### config.mk
export PLATFORM = sky130hd
export DESIGN_NAME = fetch_stage
export DESIGN_NICKNAME = d
export VERILOG_FILES = /design/src/rtl/fetch_stage.sv
export SDC_FILE = /design/constraint.sdc
export NUM_CORES = 1
export LEC_CHECK = 0
export CAP_MARGIN = 20
export CORE_ASPECT_RATIO = 0.8
export CORE_MARGIN = 8
export CORE_UTILIZATION = 45
export DETAILED_ROUTE_END_ITERATION = 12
export HOLD_SLACK_MARGIN = 0.15
export PLACE_DENSITY = 0.71
export SYNTH_ARGS = -nofsm -noshare
export SYNTH_HDL_FRONTEND = slang
export SYNTH_SLANG_ARGS = --single-unit
export TNS_END_PERCENT = 1
### constraint.sdc
create_clock -name clk -period 3.1 [get_ports clk]
set_input_delay 0.465 -clock clk [delete_from_list [all_inputs] [get_ports clk]]
set_output_delay 0.465 -clock clk [all_outputs]
set_load 0.01 [all_outputs]
### src/rtl/fetch_stage.sv
// LEGv8 instruction-fetch stage with a 1-entry skid register and the IF/ID pipeline register.
// Optional static prediction of unconditional B is enabled by defining FETCH_BPRED_EN.
module fetch_stage #(
    parameter int unsigned     PC_W     = 64,
    parameter logic [PC_W-1:0] RESET_PC = '0
) (
    input  logic            clk,
    input  logic            rst_n,
    output logic            imem_req,
    output logic [PC_W-1:0] imem_addr,
    input  logic            imem_gnt,
    input  logic            imem_rvalid,
    input  logic [31:0]     imem_rdata,
    input  logic            id_stall,
    input  logic            redirect,
    input  logic [PC_W-1:0] redirect_pc,
    output logic            if_valid,
    output logic [31:0]     if_instr,
    output logic [PC_W-1:0] if_pc,
    output logic [10:0]     if_op
);

    typedef enum logic [1:0] {
        S_FETCH = 2'd0,
        S_WAIT  = 2'd1,
        S_HOLD  = 2'd2
    } state_t;

    localparam logic [PC_W-1:0] PC_STEP    = PC_W'(4);
    localparam logic [PC_W-1:0] ALIGN_MASK = ~PC_W'(3);

    state_t          r_state;
    logic [PC_W-1:0] r_pc;
    logic [PC_W-1:0] r_pend_pc;
    logic            r_drop;
    logic [31:0]     r_skid_instr;
    logic [PC_W-1:0] r_skid_pc;
    logic            r_if_valid;
    logic [31:0]     r_if_instr;
    logic [PC_W-1:0] r_if_pc;
    logic [10:0]     r_if_op;

    logic [PC_W-1:0] w_redirect_pc;
    logic [PC_W-1:0] w_accept_pc;

    assign w_redirect_pc = redirect_pc & ALIGN_MASK;

`ifdef FETCH_BPRED_EN
    // Unconditional B is steered at accept time; a later redirect still wins.
    logic            w_is_b;
    logic [PC_W-1:0] w_b_off;
    assign w_is_b      = (imem_rdata[31:26] == 6'b000101);
    assign w_b_off     = {{(PC_W-28){imem_rdata[25]}}, imem_rdata[25:0], 2'b00};
    assign w_accept_pc = w_is_b ? (r_pend_pc + w_b_off) : r_pc;
`else
    assign w_accept_pc = r_pc;
`endif

    // Request is suppressed in the redirect cycle so the stale PC is never issued.
    assign imem_req  = rst_n && (r_state == S_FETCH) && !redirect;
    assign imem_addr = r_pc;

    assign if_valid = r_if_valid;
    assign if_instr = r_if_instr;
    assign if_pc    = r_if_pc;
    assign if_op    = r_if_op;

    // Skid occupancy is implied by S_HOLD, so no separate valid bit is kept.
    always_ff @(posedge clk or negedge rst_n) begin
        if (!rst_n) begin
            r_state      <= S_FETCH;
            r_pc         <= RESET_PC;
            r_pend_pc    <= '0;
            r_drop       <= 1'b0;
            r_skid_instr <= '0;
            r_skid_pc    <= '0;
            r_if_valid   <= 1'b0;
            r_if_instr   <= '0;
            r_if_pc      <= '0;
            r_if_op      <= '0;
        end else if (redirect) begin
            r_pc       <= w_redirect_pc;
            r_if_valid <= 1'b0;
            case (r_state)
                S_WAIT: begin
                    if (imem_rvalid) begin
                        r_drop  <= 1'b0;
                        r_state <= S_FETCH;
                    end else begin
                        r_drop  <= 1'b1;
                    end
                end
                default: begin
                    r_state <= S_FETCH;
                end
            endcase
        end else begin
            case (r_state)
                S_FETCH: begin
                    if (!id_stall) begin
                        r_if_valid <= 1'b0;
                    end
                    if (imem_gnt) begin
                        r_pend_pc <= r_pc;
                        r_pc      <= r_pc + PC_STEP;
                        r_state   <= S_WAIT;
                    end
                end
                S_WAIT: begin
                    if (!id_stall) begin
                        r_if_valid <= 1'b0;
                    end
                    if (imem_rvalid) begin
                        if (r_drop) begin
                            r_drop  <= 1'b0;
                            r_state <= S_FETCH;
                        end else if (!id_stall) begin
                            r_if_valid <= 1'b1;
                            r_if_instr <= imem_rdata;
                            r_if_pc    <= r_pend_pc;
                            r_if_op    <= imem_rdata[31:21];
                            r_pc       <= w_accept_pc;
                            r_state    <= S_FETCH;
                        end else begin
                            r_skid_instr <= imem_rdata;
                            r_skid_pc    <= r_pend_pc;
                            r_pc         <= w_accept_pc;
                            r_state      <= S_HOLD;
                        end
                    end
                end
                S_HOLD: begin
                    if (!id_stall) begin
                        r_if_valid <= 1'b1;
                        r_if_instr <= r_skid_instr;
                        r_if_pc    <= r_skid_pc;
                        r_if_op    <= r_skid_instr[31:21];
                        r_state    <= S_FETCH;
                    end
                end
                default: begin
                    r_state <= S_FETCH;
                end
            endcase
        end
    end

endmodule

==> out/metrics.csv, run 1 <==
stage,metric,value,unit
run_status,status,finished clean,
sta,final setup fails,0,
floorplan,Starting Density,45.8,%
placed_design,number of I/O port buffers,268,
synthesis,Yosys reg bits,316,
critical_path,r2r setup slk,380,ps
critical_path,Worst setup SP type,flip-flop,
pwr,Pint,10.5,mW
synthesis,"EDFF count, synth",0,
cts,Worst-path clk slew,60,ps
hold_path,min-delay worst type,in -> reg,
synthesis,synth unique cells,58,
detailed_routing,DR pass1 iterations,5,
sta,RSZ-0062 raised after global routing,false,
synthesis,ys async rst share,100,%
sta,Tightest Pin Transition,1050,ps
cts,Skew-Pair Late Insertion Delay,520,ps
finish,layout cell share with drive strength beyond 1,16.7,%
pwr,peak supply drop,0.425,mV
global_routing,GRT Residual Overflow,0,
global_routing,global-route wire length before repair,62200,µm
cts,CTS buffer count,35,
sta,Slew Limit Fails,0,
cts,root buffer cell,clkbuf_16,
sta,setup TNS,0,ps
pwr,Psw,4.44,mW
pwr,Sequential Power Share,43.9,%
synthesis,register area share after synthesis,54.8,%
critical_path,reg2reg start,r_state[0]$_DFFE_PN0P_,
pwr,Pwr per Cell Area,801,nW/µm²
placed_design,Inst Count DP,1901,
sta,Final Hold Vio Count,0,
pwr,clock share of power,28.2,%
critical_path,crit path to,imem_req,
placed_design,RePlAce Congestion,0.939,
detailed_routing,residual DRC count,0,
global_routing,GR Layer Usage met2,30.5,%
placed_design,post-DP HPWL,27400,µm
finish,Layout Cells excl Fill,1963,
pwr,combinational group share of total power,27.9,%
synthesis,top cell type's share of synthesized area,54.8,%
cts,TritonCTS clock tree,built,
finish,Layout Area Growth over Synthesis,29.5,%
floorplan,die width,216,µm
detailed_routing,vias per inst,5.44,
pwr,Leakage,7.75,nW
critical_path,CP endpoint kind,primary output,
sta,Tmin final,2810,ps
floorplan,core box area,31500,µm²
synthesis,Commonest cells post-synth,"dfrtp_1 (316), nand2_1 (180), o21ai_0 (149)",
floorplan,Chip Height,176,µm
global_routing,initial antenna violation count,1,
global_routing,met1 GRT Util,28.8,%
floorplan,full die area,38100,µm²
floorplan,Site Rows,58,
finish,fill count,2671,
global_routing,largest net degree at the start of global routing,189,
detailed_routing,Routed WL,39900,µm
critical_path,WP data arrival,2340,ps
sta,Hold WS,333,ps
pwr,Sw Share,29.7,%
finish,# nets final,1625,
synthesis,yosys synthesis warning count,0,
synthesis,"area leader, netlist",dfrtp_1,
cts,clock sinks,316,
synthesis,cells after synthesis,1276,
critical_path,worst setup path start,r_state[0]$_DFFE_PN0P_,
placed_design,worst slack at placement,315,ps
sta,clk_skew,16.8,ps
sta,final setup margin,290,ps
sta,Achievable Freq,356,MHz
critical_path,CP required,2630,ps
synthesis,syn avg cell area,11.3,µm²
synthesis,Area contributors post-synth,"dfrtp_1 (55%), mux2_2 (11%), mux2i_1 (6.9%)",
detailed_routing,WL per Instance,20.3,µm
critical_path,CP Class,reg -> out,
detailed_routing,starting DRC count in detailed routing,725,
detailed_routing,vias,10700,
detailed_routing,post-route ant nets,0,
global_routing,vias in the first global route,10600,
global_routing,busiest grt layer,met2,
synthesis,Syn Std Cell Area,14400,µm²
critical_path,reg2reg path depth,8,
run,Max Cap Viol,0,
critical_path,"Max FO, Critical Path",7,
synthesis,most frequent cell after synthesis,dfrtp_1,
floorplan,I/O pins,275,
cts,# H-tree levels,2,
finish,Final Core Density,59.3,%
cts,clk buf depth,3,
global_routing,GR Layer Usage met3,5.58,%
sta,period utilisation layout,90.6,%
global_routing,GR Util All Layers,20.3,%
critical_path,Critical R2R Capture,imem_addr[59]$_DFFE_PN0N_,
sta,Relative slew margins,30.1,%
synthesis,Post-synth top flop,dfrtp_1,
-- kinds of logic after synthesis --
family,count (synthesis),synth area share [%]
simple gates,367,13.0
flops,316,54.8
mux,246,18.3
compound gates,193,7.45
buf+inv,113,3.78
xor+xnor,36,2.19
fa+ha+maj,4,0.347
other cells,1,0.0260
-- state kept, by name, indices dropped and copies added (netlist names) --
| register | count |
|---|---|
| imem_addr | 62 |
| r_drop | 1 |
| if_valid | 1 |
| if_instr | 32 |
| r_pend_pc | 62 |
| r_state | 2 |
| r_skid_instr | 32 |
| r_skid_pc | 62 |
| if_pc | 62 |
-- through the flow --
stage,power (mW),area (µm²)
after floorplan,8.57,14400
after global placement,10.7,17500
after detailed placement,10.9,17500
after CTS,15.2,18700
after global routing,15.8,18700
final,15.0,18700
-- how the worst min path moves through the flow --
stage,slack (ps),depth (start not counted),start,to
global placement,290,1,rst_n,if_instr[23]$_DFFE_PN0P_
detailed placement,290,1,rst_n,if_instr[23]$_DFFE_PN0P_
CTS,310,3,redirect,imem_addr[11]$_DFFE_PN0N_
finish,330,3,redirect,imem_addr[16]$_DFFE_PN0N_
floorplan,170,0,rst_n,if_instr[0]$_DFFE_PN0P_
global route,350,2,rst_n,if_instr[23]$_DFFE_PN0P_
-- cell usage in the layout, fill, tap and decap left out, types with 9 or more instances in the layout --
| master | n |
|---|---|
| dfrtp_1 | 316 |
| clkdlybuf4s50_1 | 266 |
| nand2_1 | 178 |
| o21ai_0 | 149 |
| mux2_2 | 147 |
| mux2i_1 | 99 |
| clkbuf_16 | 37 |
| nand4_1 | 36 |
| nor2_1 | 27 |
| xnor2_1 | 27 |
| buf_4 | 25 |
| nand3_1 | 20 |
| nor4_1 | 19 |
| inv_1 | 17 |
| or4_1 | 15 |
| and4_1 | 13 |
| a31oi_1 | 13 |
| nor3_1 | 12 |
| xor2_1 | 9 |
-- final cells by class --
class	count	area [µm²]	area share (%)
flip-flops and latches	316	7910	42.3
multi-input cells	850	6020	32.2
repair buffers	299	3000	16.0
clock buffers	44	992	5.31
well taps	420	526	2.81
clock inverters	16	176	0.944
inverters	17	63.8	0.341
diodes	1	2.50	0.0134
-- worst max-delay path, cell delays in order, from the launching register on --
cell             delay, ps
dfrtp_1                400
inv_1                  120
ha_1                   300
nor2b_1                280
and2_1                 190
clkdlybuf4s50_1        540
-- metal layers --
layer  up-vias  wire length [µm]  share of wire, %
met5         -                 0                 0
met4         0               851               2.1
li1       5035                 -                 -
met1      5278             19000                48
met3        53              2650               6.7
met2       322             17400                44
-- timing repair --
item / CTS / global route
buffers inserted: 0 / 0
hold buffers: 1 / 0
hold endpoints to repair: 23 / 0
setup endpoints to repair: 0 / 0
resized for setup: 0 / 0
-- power groups by stage --
stage | sequential [mW] | combinational [mW] | clock (mW)
after floorplan | 6.67 | 1.90 | 0
after global placement | 6.54 | 4.12 | 0
after detailed placement | 6.63 | 4.23 | 0
after CTS | 6.56 | 4.25 | 4.34
after global routing | 6.77 | 4.56 | 4.49
final | 6.56 | 4.17 | 4.22
No activity file was read; power rests on OpenSTA's default activity.
==> run 2: changes to the inputs <==
--- a/config.mk
+++ b/config.mk
@@ -9,6 +9,7 @@
 export CORE_ASPECT_RATIO = 0.8
 export CORE_MARGIN = 8
 export CORE_UTILIZATION = 45
+export CTS_BUF_LIST = sky130_fd_sc_hd__clkbuf_8
 export DETAILED_ROUTE_END_ITERATION = 12
 export HOLD_SLACK_MARGIN = 0.15
 export PLACE_DENSITY = 0.71
==> run 2 against run 1 <==
- non-clock buffer count unchanged
- routed wire length down 0.43%
- setup slack got worse by 65 ps
- die area did not move
- critical path depth unchanged
- global-route usage grew 0.056 points
- clock power decreased by 12%
- via count up 0.65%
- sequential power barely moved
- combinational power hardly changed
- critical path type unchanged
- largest cell class unchanged
- largest power group unchanged
- highest routed layer unchanged
==> out/metrics.csv, run 2 (synthesis gave the netlist of run 1 again) <==
stage,metric,value,unit,change
run_status,status,finished clean,,
critical_path,CP endpoint kind,primary output,,
cts,# H-tree levels,2,,unchanged
floorplan,Chip Height,176,µm,unchanged
pwr,Leakage,7.81,nW,+0.77%
sta,Achievable Freq,348,MHz,-2.2%
detailed_routing,vias per inst,5.38,,-1.1%
floorplan,die width,216,µm,unchanged
hold_path,min-delay worst type,in -> reg,,
critical_path,r2r setup slk,400,ps,+20 ps
critical_path,CP Class,reg -> out,,
finish,fill count,2707,,+1.3%
hold_path,HP Start,redirect,,
finish,Multi-input gate area,6020,µm²,unchanged
finish,# nets final,1643,,+1.1%
detailed_routing,vias,10800,,+0.65%
critical_path,CP required,2630,ps,about the same
cts,Post-CTS Setup Inserts,0,,unchanged
floorplan,Site Rows,58,,unchanged
cts,Worst-path clk slew,60,ps,about the same
sta,final setup fails,0,,unchanged
sta,setup TNS,0,ps,unchanged
floorplan,Starting Density,45.8,%,unchanged
global_routing,GR Util All Layers,20.4,%,+0.056 points
finish,Ant. Diodes,0,,-1
finish,Layout Area Growth over Synthesis,28.8,%,
detailed_routing,post-route ant nets,0,,unchanged
critical_path,worst setup path start,r_state[0]$_DFFE_PN0P_,,
global_routing,global-route wire length before repair,62700,µm,+0.78%
sta,Tmin final,2870,ps,+64.5 ps
floorplan,core box area,31500,µm²,unchanged
floorplan,full die area,38100,µm²,unchanged
sta,Final Hold Vio Count,0,,unchanged
critical_path,reg2reg path depth,8,,unchanged
cts,CTS buffer count,53,,+51%
detailed_routing,DR pass1 iterations,5,,unchanged
global_routing,initial antenna violation count,0,,-1
detailed_routing,WL per Instance,19.9,µm,-2.2%
sta,RSZ-0062 raised after global routing,false,,
cts,clock sinks,316,,unchanged
sta,period utilisation layout,92.7,%,+2.1 points
global_routing,met1 GRT Util,28.9,%,+0.030 points
critical_path,reg2reg start,r_state[0]$_DFFE_PN0P_,,
hold_path,Worst Hold Depth,3,,unchanged
pwr,Pwr per Cell Area,776,nW/µm²,-3.1%
sta,Tightest Pin Transition,1090,ps,+38.6 ps
critical_path,WP data arrival,2410,ps,+70 ps
global_routing,GR Layer Usage met3,5.97,%,+0.39 points
finish,"commonest cells after routing, fill and taps aside","dfrtp_1 (316), clkdlybuf4s50_1 (266), nand2_1 (178), o21ai_0 (149), mux2_2 (147)",,
hold_path,Hold Path Sink,imem_addr[16]$_DFFE_PN0N_,,
global_routing,GR Layer Usage met2,30.3,%,-0.17 points
floorplan,I/O pins,275,,unchanged
cts,clk buf depth,3,,unchanged
critical_path,Critical R2R Capture,imem_addr[59]$_DFFE_PN0N_,,
critical_path,"Max FO, Critical Path",7,,unchanged
finish,Sequential cell area,7910,µm²,unchanged
placed_design,Inst Count DP,1901,,unchanged
sta,Relative slew margins,27.5,%,-2.6 points
finish,"most common cell after layout, fill and taps aside",dfrtp_1,,
sta,Slew Limit Fails,0,,unchanged
finish,Layout Cells excl Fill,1998,,+1.8%
cts,root buffer cell,clkbuf_8,,
global_routing,busiest grt layer,met2,,
finish,layout cell share with drive strength beyond 1,17.5,%,+0.76 points
cts,TritonCTS clock tree,built,,
placed_design,post-DP HPWL,27400,µm,unchanged
pwr,peak supply drop,0.412,mV,-3.0%
sta,clk_skew,32.1,ps,+15.3 ps
detailed_routing,Routed WL,39700,µm,-0.43%
critical_path,Worst setup SP type,flip-flop,,
global_routing,vias in the first global route,10800,,+1.6%
placed_design,RePlAce Congestion,0.939,,unchanged
detailed_routing,starting DRC count in detailed routing,784,,+8.1%
global_routing,largest net degree at the start of global routing,189,,unchanged
detailed_routing,residual DRC count,0,,unchanged
cts,Skew-Pair Late Insertion Delay,590,ps,+70 ps
placed_design,number of I/O port buffers,268,,unchanged
global_routing,GRT Residual Overflow,0,,unchanged
run,Max Cap Viol,0,,unchanged
run 2: changes by cell type in the layout (fill, tap and decap cells not counted), moves of 2 or more:
| cell | before | now |
|---|---|---|
| clkbuf_16 | 37 | 0 |
| clkbuf_8 | 4 | 67 |
| clkinvlp_4 | 4 | 2 |
| clkbuf_1 | 3 | 0 |
| inv_1 | 17 | 38 |
| inv_6 | 2 | 0 |
| bufinv_16 | 3 | 1 |
run 2: worst max path at each step:
stage,slack (ps),end,depth (start not counted)
finish,230,imem_req,5
global route,70,imem_req,5
CTS,170,imem_req,5
detailed placement,310,imem_addr[59]$_DFFE_PN0N_,7
global placement,370,imem_addr[59]$_DFFE_PN0N_,7
floorplan,780,imem_addr[58]$_DFFE_PN0N_,7
run 2: metal layers:
| metal | wire, µm | part of all wire (%) |
|---|---|---|
| met2 | 17400 | 44 |
| met1 | 18800 | 47 |
| met4 | 719 | 1.8 |
| met5 | 0 | 0 |
| met3 | 2760 | 7.0 |
run 2: repair_timing:
action | CTS | global route
hold endpoints to repair | 128 | 0
hold buffers | 1 | 0
resized for setup | 0 | 0
setup endpoints to repair | 0 | 0
run 2: final cells by class:
type	count	area share, %
clock buffers	67	4.96
clock inverters	29	0.801
inverters	17	0.343
multi-input cells	850	32.4
flip-flops and latches	316	42.5
well taps	420	2.83
repair buffers	299	16.1
run 2: per-stage QoR:
step / total power [mW] / worst slack [ps] / hold WS, ps / area (µm²) / utilization (%)
CTS: 14.6 / 165 / 220 / 18600 / 59.0
floorplan: 8.57 / 782 / 169 / 14400 / -
finish: 14.4 / 226 / 259 / 18600 / 59.0
global placement: 10.7 / 371 / 291 / 17500 / 55.6
global route: 15.3 / 66.2 / 255 / 18600 / 59.0
detailed placement: 10.9 / 315 / 287 / 17500 / 55.6
run 2: worst max-delay path, stage by stage (launching register included):
cell and delay (ps):
dfrtp_1 390, inv_1 120, ha_1 300, nor2b_1 280, and2_1 190, clkdlybuf4s50_1 540
run 2: power breakdown:
part	internal [mW]	total, mW	switching (mW)
registers	5.59	6.56	0.974
clock network	2.02	3.70	1.68
logic	2.41	4.16	1.75
